**config.mk**
```make
export PLATFORM = sky130hd
export DESIGN_NAME = sa_learn_arbiter
export DESIGN_NICKNAME = d
export VERILOG_FILES = /design/src/rtl/switch_pkg.sv /design/src/rtl/rr_arbiter.sv /design/src/rtl/sa_learn_arbiter.sv
export SDC_FILE = /design/constraint.sdc
export NUM_CORES = 1
export LEC_CHECK = 0
export ABC_AREA = 1
export BUFFER_PORTS_ARGS = -buffer_cell sky130_fd_sc_hd__buf_2
export CAP_MARGIN = 20
export CORE_UTILIZATION = 30
export CTS_CLUSTER_SIZE = 24
export DETAILED_ROUTE_END_ITERATION = 7
export HOLD_SLACK_MARGIN = 0.06
export PLACE_DENSITY_LB_ADDON = 0.1
export SLEW_MARGIN = 20
export SYNTH_ARGS = -nofsm -noshare
export SYNTH_HDL_FRONTEND = slang
export SYNTH_SLANG_ARGS = --single-unit
export TNS_END_PERCENT = 1
```
**constraint.sdc**
```tcl
create_clock -name iclk -period 7.58 [get_ports iclk]
set_input_delay 0.379 -clock iclk [delete_from_list [all_inputs] [get_ports iclk]]
set_output_delay 0.379 -clock iclk [all_outputs]
set_load 0.05 [all_outputs]
```
**src/rtl/switch_pkg.sv**
```systemverilog
// Shared types and constants for the switch learning path.
package switch_pkg;

   typedef enum logic {
      IDLE  = 1'b0,
      WRITE = 1'b1
   } sa_arb_state_t;

   localparam int cSA_WIDTH = 14;

   // Index width for a port count; never below one bit so a 2-port build still has an index.
   function automatic int clog2_ports(input int n);
      return (n <= 2) ? 1 : $clog2(n);
   endfunction

endpackage

```
**src/rtl/rr_arbiter.sv**
```systemverilog
// Combinational round-robin pick: first requester after last_grant, wrapping modulo pPORTS.
module rr_arbiter
   import switch_pkg::*;
#(
   parameter int pPORTS = 4,
   localparam int cIDX_W = clog2_ports(pPORTS)
) (
   input  logic [pPORTS-1:0] req,
   input  logic [cIDX_W-1:0] last_grant,
   output logic [pPORTS-1:0] gnt,
   output logic [cIDX_W-1:0] gnt_idx,
   output logic              any_req
);

   logic found;

   always_comb begin
      gnt     = '0;
      gnt_idx = '0;
      found   = 1'b0;
      for (int off = 1; off <= pPORTS; off++) begin
         int cand;
         cand = (int'(last_grant) + off) % pPORTS;
         if (!found && req[cIDX_W'(cand)]) begin
            found               = 1'b1;
            gnt[cIDX_W'(cand)]  = 1'b1;
            gnt_idx             = cIDX_W'(cand);
         end
      end
      any_req = |req;
   end

endmodule

```
**src/rtl/sa_learn_arbiter.sv**
```systemverilog
// Buffers one new-SA event per receive port and serializes them onto the MAC-table write channel.
//   state | meaning
//   IDLE  | no write offered; grant next pending port if any
//   WRITE | owr_val high, write held until iwr_rdy
module sa_learn_arbiter
   import switch_pkg::*;
#(
   parameter int pPORTS    = 4,
   parameter int pSA_WIDTH = cSA_WIDTH,
   parameter int pDROP_W   = 16
) (
   input  logic                        iclk,
   input  logic                        irst,
   input  logic [pPORTS*pSA_WIDTH-1:0] isa,
   input  logic [pPORTS-1:0]           inewsa,
   output logic                        owr_val,
   output logic [pSA_WIDTH-1:0]        owr_sa,
   output logic [$clog2(pPORTS)-1:0]   owr_port,
   input  logic                        iwr_rdy,
   output logic [pPORTS*pDROP_W-1:0]   odrop_cnt,
   output logic                        obusy
);

   localparam int cIDX_W = clog2_ports(pPORTS);

   sa_arb_state_t        state;
   logic [pPORTS-1:0]    pend;
   logic [pSA_WIDTH-1:0] sa_buf [pPORTS];
   logic [pDROP_W-1:0]   drop_cnt [pPORTS];
   logic [cIDX_W-1:0]    last_grant;
   logic [pPORTS-1:0]    gnt_r;
   logic [pPORTS-1:0]    acc_vec;

   logic [pPORTS-1:0]    arb_gnt;
   logic [cIDX_W-1:0]    arb_idx;
   logic                 any_req;

   rr_arbiter #(.pPORTS(pPORTS)) u_rr (
      .req        (pend),
      .last_grant (last_grant),
      .gnt        (arb_gnt),
      .gnt_idx    (arb_idx),
      .any_req    (any_req)
   );

   // One-hot of the port whose write completes at this edge.
   always_comb begin
      acc_vec = '0;
      if (state == WRITE && iwr_rdy) acc_vec = gnt_r;
   end

   for (genvar g = 0; g < pPORTS; g++) begin : g_drop
      assign odrop_cnt[g*pDROP_W +: pDROP_W] = drop_cnt[g];
   end

   always_ff @(posedge iclk) begin
      if (irst) begin
         state      <= IDLE;
         owr_val    <= 1'b0;
         owr_sa     <= '0;
         owr_port   <= '0;
         gnt_r      <= '0;
         last_grant <= cIDX_W'(pPORTS - 1);
         obusy      <= 1'b0;
         pend       <= '0;
         for (int p = 0; p < pPORTS; p++) begin
            sa_buf[p]   <= '0;
            drop_cnt[p] <= '0;
         end
      end else begin
         obusy <= (|pend) || (state == WRITE);

         // A port being accepted this cycle can take a new event without counting a drop.
         for (int p = 0; p < pPORTS; p++) begin
            if (inewsa[p]) begin
               if (!pend[p] || acc_vec[p]) begin
                  sa_buf[p] <= isa[p*pSA_WIDTH +: pSA_WIDTH];
                  pend[p]   <= 1'b1;
               end else if (drop_cnt[p] != {pDROP_W{1'b1}}) begin
                  drop_cnt[p] <= drop_cnt[p] + 1'b1;
               end
            end else if (acc_vec[p]) begin
               pend[p] <= 1'b0;
            end
         end

         case (state)
            IDLE: begin
               if (any_req) begin
                  owr_val  <= 1'b1;
                  owr_sa   <= sa_buf[arb_idx];
                  owr_port <= arb_idx;
                  gnt_r    <= arb_gnt;
                  state    <= WRITE;
               end
            end
            WRITE: begin
               if (iwr_rdy) begin
                  owr_val    <= 1'b0;
                  last_grant <= owr_port;
                  state      <= IDLE;
               end
            end
            default: state <= IDLE;
         endcase
      end
   end

endmodule

```
==> run_results.csv, run 1 <==
group,metric,value,unit
job,cap_violations,0,
synthesis,synthArstFlopShare,0,
route,drt_iter0_drc,428,
grt,antenna_found_initial,4,
synthesis,yosys_warnings,0,
cts,cts_buffers,17,
status,outcome,"completed",
grt,grt_max_degree,35,
critical_path,crit_required,7940,ps
cts,ctsResizeCount,0,
critical_path,regToRegSetupSlack,4360,ps
synthesis,yosys_most_used_dff,"edfxtp_1",
timing,clock_skew,8.48,ps
die,core-area,0.0253,sq mm
final_layout,multi_input_area,0.00280,sq mm
cts,cts_root_buf,"clkbuf_16",
synthesis,synth_largest_type_area_fraction,0.463,
timing,setup_viol,0,
cts,clk_latency,420,ps
route,vias,6094,
final_layout,synthToLayoutAreaGrowth,21.0,%
cts,cts_hold_buf,0,
critical_path,cp-start-kind,"register",
route,drt_wl_total,19200,um
die,rows,58,
place,pre_cts_ws,3750,ps
die,die_area,0.0266,sq mm
route,final_antenna_net_count,0,
place,hpwlAfterDp,14000,um
synthesis,yosysMostFrequentCell,"inv_1",
die,pin_count,145,
cts,clk_pin_slew_worst_paths,60,ps
timing,tightest_slew,910,ps
final_layout,register_area,0.00418,sq mm
synthesis,ys_top_cells_by_count,"167 x inv_1, 158 x nor2_1, 131 x nand2_1",
synthesis,ys_types,35,
timing,fin_crit_sh,0.425,
power_and_ir_drop,peakVddDrop,119,uV
cts,cts_max_level,4,
critical_path,rr_endpoint,"owr_sa[13]",
grt,grt_pass1_vias,5713,
synthesis,yosys_register_bits,149,
final_layout,utilization,0.372,
synthesis,ys_seq_area_frac,0.537,
power_and_ir_drop,p_per_area,253,mW/mm^2
final_layout,fill_cells,2630,
timing,rsz0062_at_grt,"no",
timing,slew_viol_final,0,
timing,finalWorstSetupSlack,4360,ps
die,die_x,163,um
critical_path,cp.arrival,3580,ps
critical_path,r2r-start,"last_grant[0]",
critical_path,crit_path_end_kind,"register",
grt,track_usage,0.150,
critical_path,critPathKind,"register to register",
die,initial_utilization,0.308,
route,viasPerCell,4.40,
route,wl_per_cell,13.9,um
timing,relSlewSlack,0.393,
cts,cts_buffer_depth,2,
place,place_congestion,0.810,
timing,fmax,310,MHz
critical_path,cp_max_fo,29,
timing,fin_setup_tns,0,ps
synthesis,synthTopCellsByArea,"edfxtp_1 46%, inv_1 8.0%, nor2_1 7.6%, dfxtp_1 7.5%, nand2_1 6.3%",
synthesis,synth_fp_nets,973,
synthesis,synth_enable_flop_cells,120,
cts,cts_tree,"built",
min_path,hold_path_class,"input pin to register",
die,fp.dieH,163,um
cts,clkSinkCount,149,
route,dr.pass1.iters,5,
timing,period_minus_slack,3220,ps
critical_path,ff2ff_path_depth,16,
synthesis,synth.avg_cell_area,8.67,sq um
min_path,hold_depth,3,
route,drc,0,
timing,finalHoldViolCount,0,
final_layout,drive_above_1_share,0.205,
synthesis,synth_area_leader_cell,"edfxtp_1",
grt,overflow,0,
synthesis,netlist_area,0.00779,sq mm
final_layout,nNetsFinal,1114,
power_and_ir_drop,p_leak,4.42,nW
critical_path,crit_start,"last_grant[0]",
synthesis,synthCells,898,
critical_path,crit_end,"owr_sa[13]",
place,io_buffers,144,
cts,cts_setup_buffers,0,
grt,grt_pass1_wl,30800,um
-- cell type report --
type                    instances  share of cell area
flip-flops and latches        149               0.444
multi-input cells             552               0.297
repair buffers                149              0.0808
inverters                     170              0.0677
clock buffers                  22              0.0537
well taps                     330              0.0438
clock inverters                10              0.0119
diodes                          3            0.000796
-- worst min-delay path by stage --
| stage | startpoint | endpoint | slack (ps) |
|---|---|---|---|
| 6_report | isa[21] | sa_buf[1][7] | 260 |
| 4_1_cts | inewsa[3] | pend[3] | 240 |
| 3_3_place_gp | owr_val | owr_val | 480 |
| 3_5_place_dp | owr_val | owr_val | 470 |
| 2_1_floorplan | state | obusy | 480 |
| 5_1_grt | isa[21] | sa_buf[1][7] | 240 |
-- critical path, cell delays in order, from the launching register on --
cell and delay, ps:
dfxtp_1 570, inv_2 190, ha_1 410, inv_1 90, nand3_2 120, nand2_4 80
nor2_2 200, nand2_1 80, nand2_1 90, nand2_2 280, nand2_2 600, nand2_1 130
nand2_1 90, nand2_1 50, nand3_1 70, nand2_1 50, inv_1 70
-- logic make-up after synthesis --
kind of cell,count (synthesis),synth area share
adder cells (fa/ha/maj),12,0.0193
XOR/XNOR,30,0.0337
AND/OR/NAND/NOR,449,0.264
AO/OA/AOI/OAI,61,0.0414
flip-flops,149,0.537
buffers and inverters,197,0.105
-- state kept, by name, summed over array words and instances (netlist names) --
name and cells:
drop_cnt 64, sa_buf 56, owr_sa 14, gnt_r 4, pend 4, last_grant 2
owr_port 2, obusy 1, owr_val 1, state 1
-- where the power goes --
group	internal [W]	switching [W]	total [W]
sequential	0.000956	0.0000466	0.00100
combinational	0.000132	0.000356	0.000487
clock	0.000543	0.000350	0.000893
total	0.00163	0.000752	0.00238
-- through the flow --
step	instance area, sq um	total power [W]	std cells	hold WS, ps
after floorplan	7790	0.00140	898	482
after global placement	8790	0.00151	1349	477
after detailed placement	8790	0.00151	1349	475
after CTS	9410	0.00241	1381	238
after global routing	9420	0.00251	1382	240
final	9430	0.00238	1385	257
-- cell usage in the layout, fill, tap and decap left out, types with 2 or more instances in the layout --
| cell type | n |
|---|---|
| ha_1 | 12 |
| xnor2_1 | 6 |
| clkinv_2 | 2 |
| o21ai_0 | 20 |
| inv_4 | 3 |
| nand2_2 | 14 |
| bufinv_16 | 2 |
| buf_4 | 4 |
| o21ai_1 | 5 |
| nor3_2 | 2 |
| edfxtp_1 | 120 |
| clkbuf_8 | 2 |
| nand3b_1 | 27 |
| nand4_1 | 10 |
| a31oi_1 | 5 |
| or2_2 | 7 |
| inv_2 | 3 |
| nand2_1 | 131 |
| buf_2 | 144 |
| nor2_1 | 157 |
| nand3_1 | 71 |
| nor3_1 | 13 |
| dfxtp_1 | 29 |
| nor3b_1 | 8 |
| nor2_2 | 2 |
| xor2_1 | 24 |
| clkinvlp_4 | 2 |
| o21ai_2 | 3 |
| clkbuf_16 | 19 |
| inv_1 | 167 |
| o211ai_1 | 3 |
| diode_2 | 3 |
| nand3_2 | 2 |
| nand2_4 | 2 |
| a21oi_1 | 24 |
-- metal layers --
metal / vias to the layer above / share of wire / track usage
met2: 151 / 0.41 / 0.211
met5: - / 0.0011 / 0
met4: 4 / 0.0063 / 0.0336
met3: 11 / 0.066 / 0.0495
met1: 2779 / 0.51 / 0.220
li1: 3149 / - / -
Note: power is estimated with default switching activity, not from simulation.
==> run 2: changes to the inputs <==
--- a/config.mk
+++ b/config.mk
@@ -5,7 +5,7 @@
 export SDC_FILE = /design/constraint.sdc
 export NUM_CORES = 1
 export LEC_CHECK = 0
-export ABC_AREA = 1
+export ABC_AREA = 0
 export BUFFER_PORTS_ARGS = -buffer_cell sky130_fd_sc_hd__buf_2
 export CAP_MARGIN = 20
 export CORE_UTILIZATION = 30
==> constraint.sdc (replaced) <==
create_clock -name iclk -period 3.2 [get_ports iclk]
set_input_delay 0.16 -clock iclk [delete_from_list [all_inputs] [get_ports iclk]]
set_output_delay 0.16 -clock iclk [all_outputs]
set_load 0.05 [all_outputs]
==> run_results.csv, run 2 <==
group,metric,value,unit
final_layout,layout_common_cells,"144 x buf_2, 120 x edfxtp_1, 103 x nor2_1, 60 x dlygate4sd3_1, 59 x and2_1",
power_and_ir_drop,p_leak,3.97,nW
cts,clkSinkCount,149,
job,cap_violations,0,
power_and_ir_drop,peakVddDrop,286,uV
synthesis,synth_top_family_by_area,"simple AND/OR/NAND/NOR gates",
synthesis,synthArstFlopShare,0,
timing,tightest_slew,845,ps
timing,fin_setup_tns,0,ps
place,place_congestion,0.806,
critical_path,critPathKind,"register to register",
die,core-area,0.0245,sq mm
final_layout,largest_reg_flops,64,
synthesis,yosys_warnings,0,
grt,overflow,0,
die,pin_count,145,
timing,finalHoldViolCount,0,
final_layout,instances_no_fill,1211,
grt,grt_pass1_wl,30500,um
synthesis,synth-simple-area-share,0.184,
synthesis,yosys_register_bits,149,
route,wl_per_cell,16.2,um
synthesis,synth_compound_area_frac,0.100,
cts,clk_pin_slew_worst_paths,60,ps
place,io_buffers,144,
critical_path,slowest_stage,"ha_1",
critical_path,path_delay_family,"compound AO/OA/AOI/OAI gates",
route,vias,5717,
route,drt_wl_total,19700,um
synthesis,ys_top_cells_by_count,"120 x edfxtp_1, 103 x nor2_1, 59 x and2_1",
grt,antenna_found_initial,0,
power_and_ir_drop,total_power,0.00538,W
timing,relSlewSlack,0.437,
synthesis,synth_area_leader_cell,"edfxtp_1",
timing,period_minus_slack,2820,ps
route,viasPerCell,4.72,
final_layout,nNetsFinal,949,
critical_path,crit_buf_inv,2,
route,drc,0,
grt,grt_max_degree,46,
critical_path,slowest_delay,540,ps
synthesis,synth_fp_nets,742,
timing,fmax,355,MHz
cts,clk_latency,430,ps
final_layout,reg_top3,"drop_cnt x64, sa_buf x56, owr_sa x14",
status,outcome,"completed",
critical_path,cp_max_fo,14,
power_and_ir_drop,p_per_area,549,mW/mm^2
synthesis,netlist_area,0.00755,sq mm
synthesis,synth_fa_ha_area_frac,0.0199,
cts,cts_root_buf,"clkbuf_16",
die,die_x,161,um
final_layout,largest-register,"drop_cnt",
final_layout,antenna_cells,0,
cts,cts_buffer_depth,2,
timing,setup_viol,0,
critical_path,crit_required,3470,ps
final_layout,drive_above_1_share,0.230,
timing,clock_skew,14.4,ps
timing,rsz0062_at_grt,"no",
route,drt_iter0_drc,324,
route,final_antenna_net_count,0,
synthesis,yosysMostFrequentCell,"edfxtp_1",
die,fp.dieH,161,um
synthesis,ys_seq_area_frac,0.554,
die,die_area,0.0258,sq mm
synthesis,synth_largest_type_area_fraction,0.477,
die,rows,57,
synthesis,ys_types,55,
synthesis,synthCells,667,
synthesis,synth.avg_cell_area,11.3,sq um
critical_path,regToRegSetupSlack,380,ps
synthesis,synth-xor-area-share,0.0638,
die,initial_utilization,0.309,
synthesis,yosys_most_used_dff,"edfxtp_1",
cts,cts_buffers,17,
cts,cts_max_level,4,
final_layout,synthToLayoutAreaGrowth,29.7,%
critical_path,cp-start-kind,"register",
timing,fin_crit_sh,0.881,
grt,grt_pass1_vias,5533,
cts,cts_tree,"built",
critical_path,cp.arrival,3090,ps
route,dr.pass1.iters,4,
timing,slew_viol_final,0,
synthesis,yosys-mux-area-fraction,0.0365,
cts,ctsResizeCount,0,
final_layout,layout_commonest_cell,"buf_2",
place,hpwlAfterDp,13700,um
critical_path,path_cells,"inv_1 > ha_1 > mux2i_1 > o211a_1 > a21oi_4 > buf_12 > a21o_2 > a2111oi_0 > a2111oi_1",
place,post-place-cells,1111,
grt,track_usage,0.153,
synthesis,synthTopCellsByArea,"edfxtp_1 48%, dfxtp_1 7.7%, nor2_1 5.1%, and2_1 4.9%, xor2_1 3.8%",
min_path,hold_path_class,"input pin to register",
critical_path,crit_path_end_kind,"register",
synthesis,synth_enable_flop_cells,120,
[run 2: final timing paths]
check,from,to,cells after the start
setup / recovery,last_grant[0],owr_sa[5],9
hold / removal,iwr_rdy,owr_val,4
setup reg to reg,last_grant[0],owr_sa[5],9
hold reg to reg,gnt_r[3],gnt_r[3],2
[run 2: what timing repair did]
item	4_1_cts	5_1_grt
hold buffers	60	0
setup buffers	0	7
endpoints found under the setup margin	0	9
hold endpoints to repair	60	0
[run 2: area by class of cell]
| cell class | count | area, sq um |
|---|---|---|
| fillers | 2394 | 14700 |
| inverters | 25 | 93.8 |
| clock inverters | 15 | 144 |
| repair buffers | 222 | 1480 |
| clock buffers | 17 | 425 |
| multi-input cells | 459 | 3060 |
| flip-flops and latches | 149 | 4180 |
| well taps | 324 | 405 |
[run 2: kinds of logic (layout without fill, tap and decap cells)]
group | count (synthesis) | in the layout
AO/OA/AOI/OAI | 89 | 90
buffers and inverters | 60 | 279
AND/OR/NAND/NOR | 279 | 279
flip-flops | 149 | 149
multiplexers | 23 | 23
adder cells (fa/ha/maj) | 12 | 12
XOR/XNOR | 55 | 55
[run 2: metrics by stage]
stage | hold slack (ps) | setup slack [ps] | cell area [sq um] | util
after CTS | 72.7 | 228 | 9710 | 0.397
after floorplan | 281 | 260 | 7550 | -
after detailed placement | 439 | 236 | 8540 | 0.349
after global routing | 116 | 200 | 9790 | 0.400
final | 91.5 | 381 | 9790 | 0.400
after global placement | 434 | 375 | 8540 | 0.349
[run 2: worst min-delay path, cell delays in order]
cell and delay, ps:
buf_2 90, nand2_1 90, nand2_1 80, a21oi_1 50
[run 2: where the power goes]
group | internal, W | leakage (nW) | total, W | switching (W)
Combinational | 0.000349 | 2.18 | 0.00102 | 0.000672
Clock | 0.00109 | 0.270 | 0.00197 | 0.000881
Sequential | 0.00226 | 1.52 | 0.00239 | 0.000127
Total | 0.00370 | 3.97 | 0.00538 | 0.00168
[run 2: layer usage]
metal	vias up	GRT usage	share of wire
li1	2818	-	-
met4	0	0.0455	0.015
met3	17	0.0346	0.039
met1	2756	0.200	0.45
met2	126	0.254	0.50
met5	-	0	0
